--- config.mk ---
export PLATFORM = sky130hd
export DESIGN_NAME = host_bus_master
export DESIGN_NICKNAME = d
export VERILOG_FILES = /design/src/rtl/host_bus_master.sv
export SDC_FILE = /design/constraint.sdc
export NUM_CORES = 1
export LEC_CHECK = 0
export CORE_MARGIN = 8
export CORE_UTILIZATION = 43
export CTS_CLUSTER_SIZE = 16
export DETAILED_ROUTE_END_ITERATION = 12
export PLACE_DENSITY = 0.82
export SYNTH_ARGS = -nofsm -noshare
export SYNTH_HDL_FRONTEND = slang
export SYNTH_SLANG_ARGS = --single-unit
--- constraint.sdc ---
create_clock -name clk -period 2.3 [get_ports clk]
set_input_delay 0.46 -clock clk [delete_from_list [all_inputs] [get_ports clk]]
set_output_delay 0.46 -clock clk [all_outputs]
set_load 0.01 [all_outputs]
--- src/rtl/host_bus_master.sv ---
// Initiator for the 16-bit host register bus: turns single read/write requests into
// nCS/nWE/nOE bus cycles with programmable setup, strobe and hold lengths.
module host_bus_master #(
  parameter int unsigned SETUP_CYC  = 1,
  parameter int unsigned STROBE_CYC = 3,
  parameter int unsigned HOLD_CYC   = 1
) (
  input  logic        clk,
  input  logic        nRESET,
  input  logic        req_valid,
  output logic        req_ready,
  input  logic        req_wr,
  input  logic [20:0] req_addr,
  input  logic [15:0] req_wdata,
  output logic        rsp_valid,
  output logic [15:0] rsp_rdata,
  output logic        busy,
  output logic        HOST_nCS,
  output logic        HOST_nWE,
  output logic        HOST_nOE,
  output logic [20:0] HOST_ADD,
  output logic [15:0] HOST_WDATA,
  input  logic [15:0] HOST_RDATA
);

  typedef enum logic [1:0] {
    IDLE   = 2'd0,
    SETUP  = 2'd1,
    STROBE = 2'd2,
    HOLD   = 2'd3
  } state_t;

  localparam logic [7:0] SETUP_LD  = 8'(SETUP_CYC - 1);
  localparam logic [7:0] STROBE_LD = 8'(STROBE_CYC - 1);
  localparam logic [7:0] HOLD_LD   = 8'(HOLD_CYC - 1);

  state_t      state, state_d;
  logic [7:0]  cnt, cnt_d;
  logic        wr_q, wr_d;
  logic        ncs_d, nwe_d, noe_d;
  logic        rsp_valid_d, busy_d, req_ready_d;
  logic [20:0] add_d;
  logic [15:0] wdata_d, rdata_d;

  // Handshake: a request transfers on a clock edge where req_valid and req_ready are
  // both high; req_ready is high only in IDLE, and req_valid seen while busy is ignored.
  always_comb begin
    state_d     = state;
    cnt_d       = cnt;
    wr_d        = wr_q;
    ncs_d       = HOST_nCS;
    nwe_d       = HOST_nWE;
    noe_d       = HOST_nOE;
    add_d       = HOST_ADD;
    wdata_d     = HOST_WDATA;
    rdata_d     = rsp_rdata;
    rsp_valid_d = 1'b0;
    busy_d      = busy;
    req_ready_d = req_ready;

    unique case (state)
      IDLE: begin
        if (req_valid) begin
          wr_d        = req_wr;
          add_d       = req_addr;
          if (req_wr) wdata_d = req_wdata;
          ncs_d       = 1'b0;
          cnt_d       = SETUP_LD;
          state_d     = SETUP;
          busy_d      = 1'b1;
          req_ready_d = 1'b0;
        end
      end
      SETUP: begin
        if (cnt == 8'd0) begin
          if (wr_q) nwe_d = 1'b0;
          else      noe_d = 1'b0;
          cnt_d   = STROBE_LD;
          state_d = STROBE;
        end else begin
          cnt_d = cnt - 8'd1;
        end
      end
      STROBE: begin
        // Read data is sampled on the edge that ends the strobe, so the responder
        // has had at least one registered clock with nOE low.
        if (cnt == 8'd0) begin
          if (!wr_q) rdata_d = HOST_RDATA;
          nwe_d       = 1'b1;
          noe_d       = 1'b1;
          cnt_d       = HOLD_LD;
          state_d     = HOLD;
          rsp_valid_d = 1'b1;
        end else begin
          cnt_d = cnt - 8'd1;
        end
      end
      HOLD: begin
        if (cnt == 8'd0) begin
          ncs_d       = 1'b1;
          busy_d      = 1'b0;
          req_ready_d = 1'b1;
          state_d     = IDLE;
        end else begin
          cnt_d = cnt - 8'd1;
        end
      end
      default: state_d = IDLE;
    endcase
  end

  always_ff @(posedge clk or negedge nRESET) begin
    if (!nRESET) begin
      state      <= IDLE;
      cnt        <= 8'd0;
      wr_q       <= 1'b0;
      HOST_nCS   <= 1'b1;
      HOST_nWE   <= 1'b1;
      HOST_nOE   <= 1'b1;
      HOST_ADD   <= 21'd0;
      HOST_WDATA <= 16'd0;
      rsp_rdata  <= 16'd0;
      rsp_valid  <= 1'b0;
      busy       <= 1'b0;
      req_ready  <= 1'b1;
    end else begin
      state      <= state_d;
      cnt        <= cnt_d;
      wr_q       <= wr_d;
      HOST_nCS   <= ncs_d;
      HOST_nWE   <= nwe_d;
      HOST_nOE   <= noe_d;
      HOST_ADD   <= add_d;
      HOST_WDATA <= wdata_d;
      rsp_rdata  <= rdata_d;
      rsp_valid  <= rsp_valid_d;
      busy       <= busy_d;
      req_ready  <= req_ready_d;
    end
  end

endmodule

==> summary.md <==
| Metric | Value |
|---|---|
| Status | complete, no violations |
| Fraction of layout instances using a drive strength above 1 | between 20% and 30% |
| Final wirelength | 7.06 mm |
| Starting density of the core | a little over two fifths |
| Die Footprint | 9720 um2 |
| Most used flip-flop cell after synthesis | sky130_fd_sc_hd__dfrtp_1 |
| Post-cts repair resize count | 0 |
| Number of hold-repair buffers added at the cts stage | 0 |
| Post-synthesis cell area | ~2900 um2 |
| Leakage power total | 1.91 nW |
| Hold Vio Cnt, Final | 0 |
| Worst vdd ir | 681 uV |
| Endpoint kind of the worst setup timing path | flip-flop |
| Final routed wire length divided by cell count | 16.9 um |
| Max-slew violation count | 0 |
| Worst hold slack after final layout | 0.0875 ns |
| I/O pins | ~120 |
| Cell variety after synth | 40 |
| Sum of negative setup slack | 0 ns |
| Number of buffers added by the clock tree synthesis step | 9 |
| DRC violations left | 0 |
| Rel. slew slack | approximately two thirds |
| Min cycle time layout | 2.05 ns |
| Fill count | 500 |
| Initial antenna violation count | 0 |
| Clock latency on the worst-skew pair | 0.34 ns |
| Setup repair after global routing missed its margin | no |
| Overall overflow remaining after global route | 0 |
| Asr flop ratio synth | 100% |
| Peak clock frequency supported by timing | 0.489 GHz |
| Area of the core | roughly 6700 um2 |
| Critical Path Start | cnt[0] |
| Power per unit of standard cell area | 1420 nW/um2 |
| Cells along the critical path | inv_1 > ha_1 > nor3b_2 > nand2_2 > or3_1 > buf_4 > mux2_4 |
| Global-route track usage on met2 | 25.5% |
| Number of global-route vias before repair | 2,294 |
| Post-layout instance count excluding filler cells | 418 |
| Worst r2r src | cnt[0] |
| Type of element launching the critical path | flip-flop |
| Sequential area share after synthesis | 59.0% |
| Slowest-stage cell, CP | sky130_fd_sc_hd__dfrtp_1 |
| Net count after synthesis | 273 |
| Largest net degree at the start of global routing | 49 |
| Overall Power | 6.28 mW |
| Via density per instance | roughly 5 |
| Average footprint of a synthesized cell | 14.0 um2 |
| Net count, final | roughly 400 |
| Half-perimeter wire length after detailed placement | roughly 5.4 mm |
| Site Rows | 30 |
| Number of routed nets with antenna violations | 0 |
| Chip Height | 98.6 um |
| Clock slew at the register clock pins of the worst setup and hold paths | 0.08 ns |
| Placed cell count | 402 |
| Max stage delay on crit path | 0.42 ns |
| IO buf count | 115 |
| Maximum buffer depth of the clock tree | 2 |
| Number of synthesized flops with an enable pin | 0 |
| Detailed-route via count | 2,076 |
| Setup-failing EPs final | 0 |
| # Post-CTS Setup Buffers | 0 |
| Critical path required time | 2.51 ns |
| CP arrival | 2.26 ns |
| Worst-path fanout max | 16 |
| Synth-to-Final Area Change | 50.4% |
| Worst reg-to-reg setup slack | between 0.2 and 0.3 ns |
| CP Buf/Inv Count | 2 |
| Global routing met1 resource utilization | around 16% |
| Delay-heaviest family, CP | simple AND/OR/NAND/NOR gates |
| Tightest Hold Check Type | in -> async |
| Clock tree from TritonCTS | yes |
| Cells after Synth | 210 |
| Type of the setup path with the least slack | reg -> reg |
| Total of warnings raised by yosys | 0 |
| Final worst-path cycle share | 89.0% |
| Root buffer cell | sky130_fd_sc_hd__clkbuf_8 |
| Worst-margin pin slew | 0.510 ns |
| RePlAce Congestion | 0.861 |
| Detailed Routing Iterations Pass 1 | 4 |
| Antenna cell count | 0 |
| Routing layer with the top usage in global route | met2 |
| H-Tree Level Count | 3 |
| Clk sinks | 69 |
| GRT Total Usage | 15.0% |
| Met3 layer usage reported by global route | 7.12% |
| Register bit count reported by yosys | 69 |
| Wire length of the first global-routing pass | ~12 mm |
| Total of max-cap violations | 0 |
| DR iter-0 viols | 128 |
| Horizontal die dimension | 98.6 um |
| Largest clock skew in the final design | 0.0124 ns |
-- routing by layer --
layer	share of wire, %	routed length (um)	up-vias
li1	-	-	987
met1	40	2820	1001
met2	50	3540	82
met3	9.2	650	6
met4	0.68	48	0
met5	0	0	-
-- report_power, final --
group | switching, mW | internal (mW) | total, mW
Clock | 0.445 | 0.644 | 1.09
Combinational | 1.21 | 1.81 | 3.02
Sequential | 0.348 | 1.82 | 2.17
-- cell type report --
cell class	instances	area [um2]	area share (%)
Sequential cell	69	1730	39.2
Clock inverter	5	83.8	1.90
Tap cell	80	100	2.27
Clock buffer	11	141	3.21
Multi-Input combinational cell	123	1100	25.0
Timing Repair Buffer	121	1220	27.6
Inverter	9	33.8	0.766
-- cells in the mapped netlist (2+ instances only) --
master	count	share of area, %
sky130_fd_sc_hd__a21oi_1	12	2.0
sky130_fd_sc_hd__buf_1	2	0.26
sky130_fd_sc_hd__clkbuf_1	3	0.38
sky130_fd_sc_hd__dfrtp_1	66	56
sky130_fd_sc_hd__dfstp_2	3	2.7
sky130_fd_sc_hd__ha_1	6	2.6
sky130_fd_sc_hd__inv_1	9	1.2
sky130_fd_sc_hd__mux2_2	44	17
sky130_fd_sc_hd__mux2_4	10	5.1
sky130_fd_sc_hd__nand2_1	11	1.4
sky130_fd_sc_hd__nor2_1	4	0.51
sky130_fd_sc_hd__nor3_1	2	0.34
sky130_fd_sc_hd__o21ai_0	7	1.2
sky130_fd_sc_hd__o31ai_1	2	0.51
sky130_fd_sc_hd__or3_1	3	0.64
sky130_fd_sc_hd__or4_1	2	0.51
-- path summary, 6_finish.rpt --
path                           endpoint  depth (start not counted)
max                        rsp_rdata[6]                          7
min                        rsp_rdata[4]                          1
max reg2reg                rsp_rdata[6]                          7
min reg2reg                HOST_ADD[17]                          1
max in group asynchronous      HOST_nCS                          2
min in group clk           HOST_ADD[17]                          1
-- sequential cells by signal, summed over array words and instances, names as in the netlist --
register    cells
HOST_ADD       21
HOST_WDATA     16
HOST_nCS        1
HOST_nOE        1
HOST_nWE        1
busy            1
cnt             8
rsp_rdata      16
rsp_valid       1
state           2
wr_q            1
-- through the flow --
step	setup slack, ns	instance area (um2)	util, %
final	0.254	4410	66.0
after global routing	0.162	4410	66.0
after CTS	0.282	4410	66.0
after detailed placement	0.224	4190	62.6
after global placement	0.271	4190	62.6
after floorplan	0.378	2930	-
-- layout by cell type, fill, tap and decap left out, types with 3 or more instances in the layout --
| cell | n |
|---|---|
| sky130_fd_sc_hd__buf_4 | 4 |
| sky130_fd_sc_hd__a21oi_1 | 12 |
| sky130_fd_sc_hd__clkbuf_8 | 10 |
| sky130_fd_sc_hd__nor2_1 | 4 |
| sky130_fd_sc_hd__nand2_1 | 11 |
| sky130_fd_sc_hd__dfrtp_1 | 66 |
| sky130_fd_sc_hd__inv_1 | 9 |
| sky130_fd_sc_hd__ha_1 | 6 |
| sky130_fd_sc_hd__clkdlybuf4s50_1 | 114 |
| sky130_fd_sc_hd__or3_1 | 3 |
| sky130_fd_sc_hd__o21ai_0 | 7 |
| sky130_fd_sc_hd__mux2_2 | 44 |
| sky130_fd_sc_hd__dfstp_2 | 3 |
| sky130_fd_sc_hd__mux2_4 | 10 |
-- cells by family (layout without fill, tap and decap cells) --
kind of cell / Yosys count / count (layout) / share of synthesized area (%)
flops: 69 / 69 / 59.0
mux: 54 / 54 / 22.0
fa+ha+maj: 6 / 6 / 2.56
xor+xnor: 1 / 1 / 0.299
buf+inv: 18 / 146 / 3.29
compound gates: 30 / 30 / 6.36
simple gates: 32 / 32 / 6.45
Note: power is estimated with default switching activity, not from simulation.
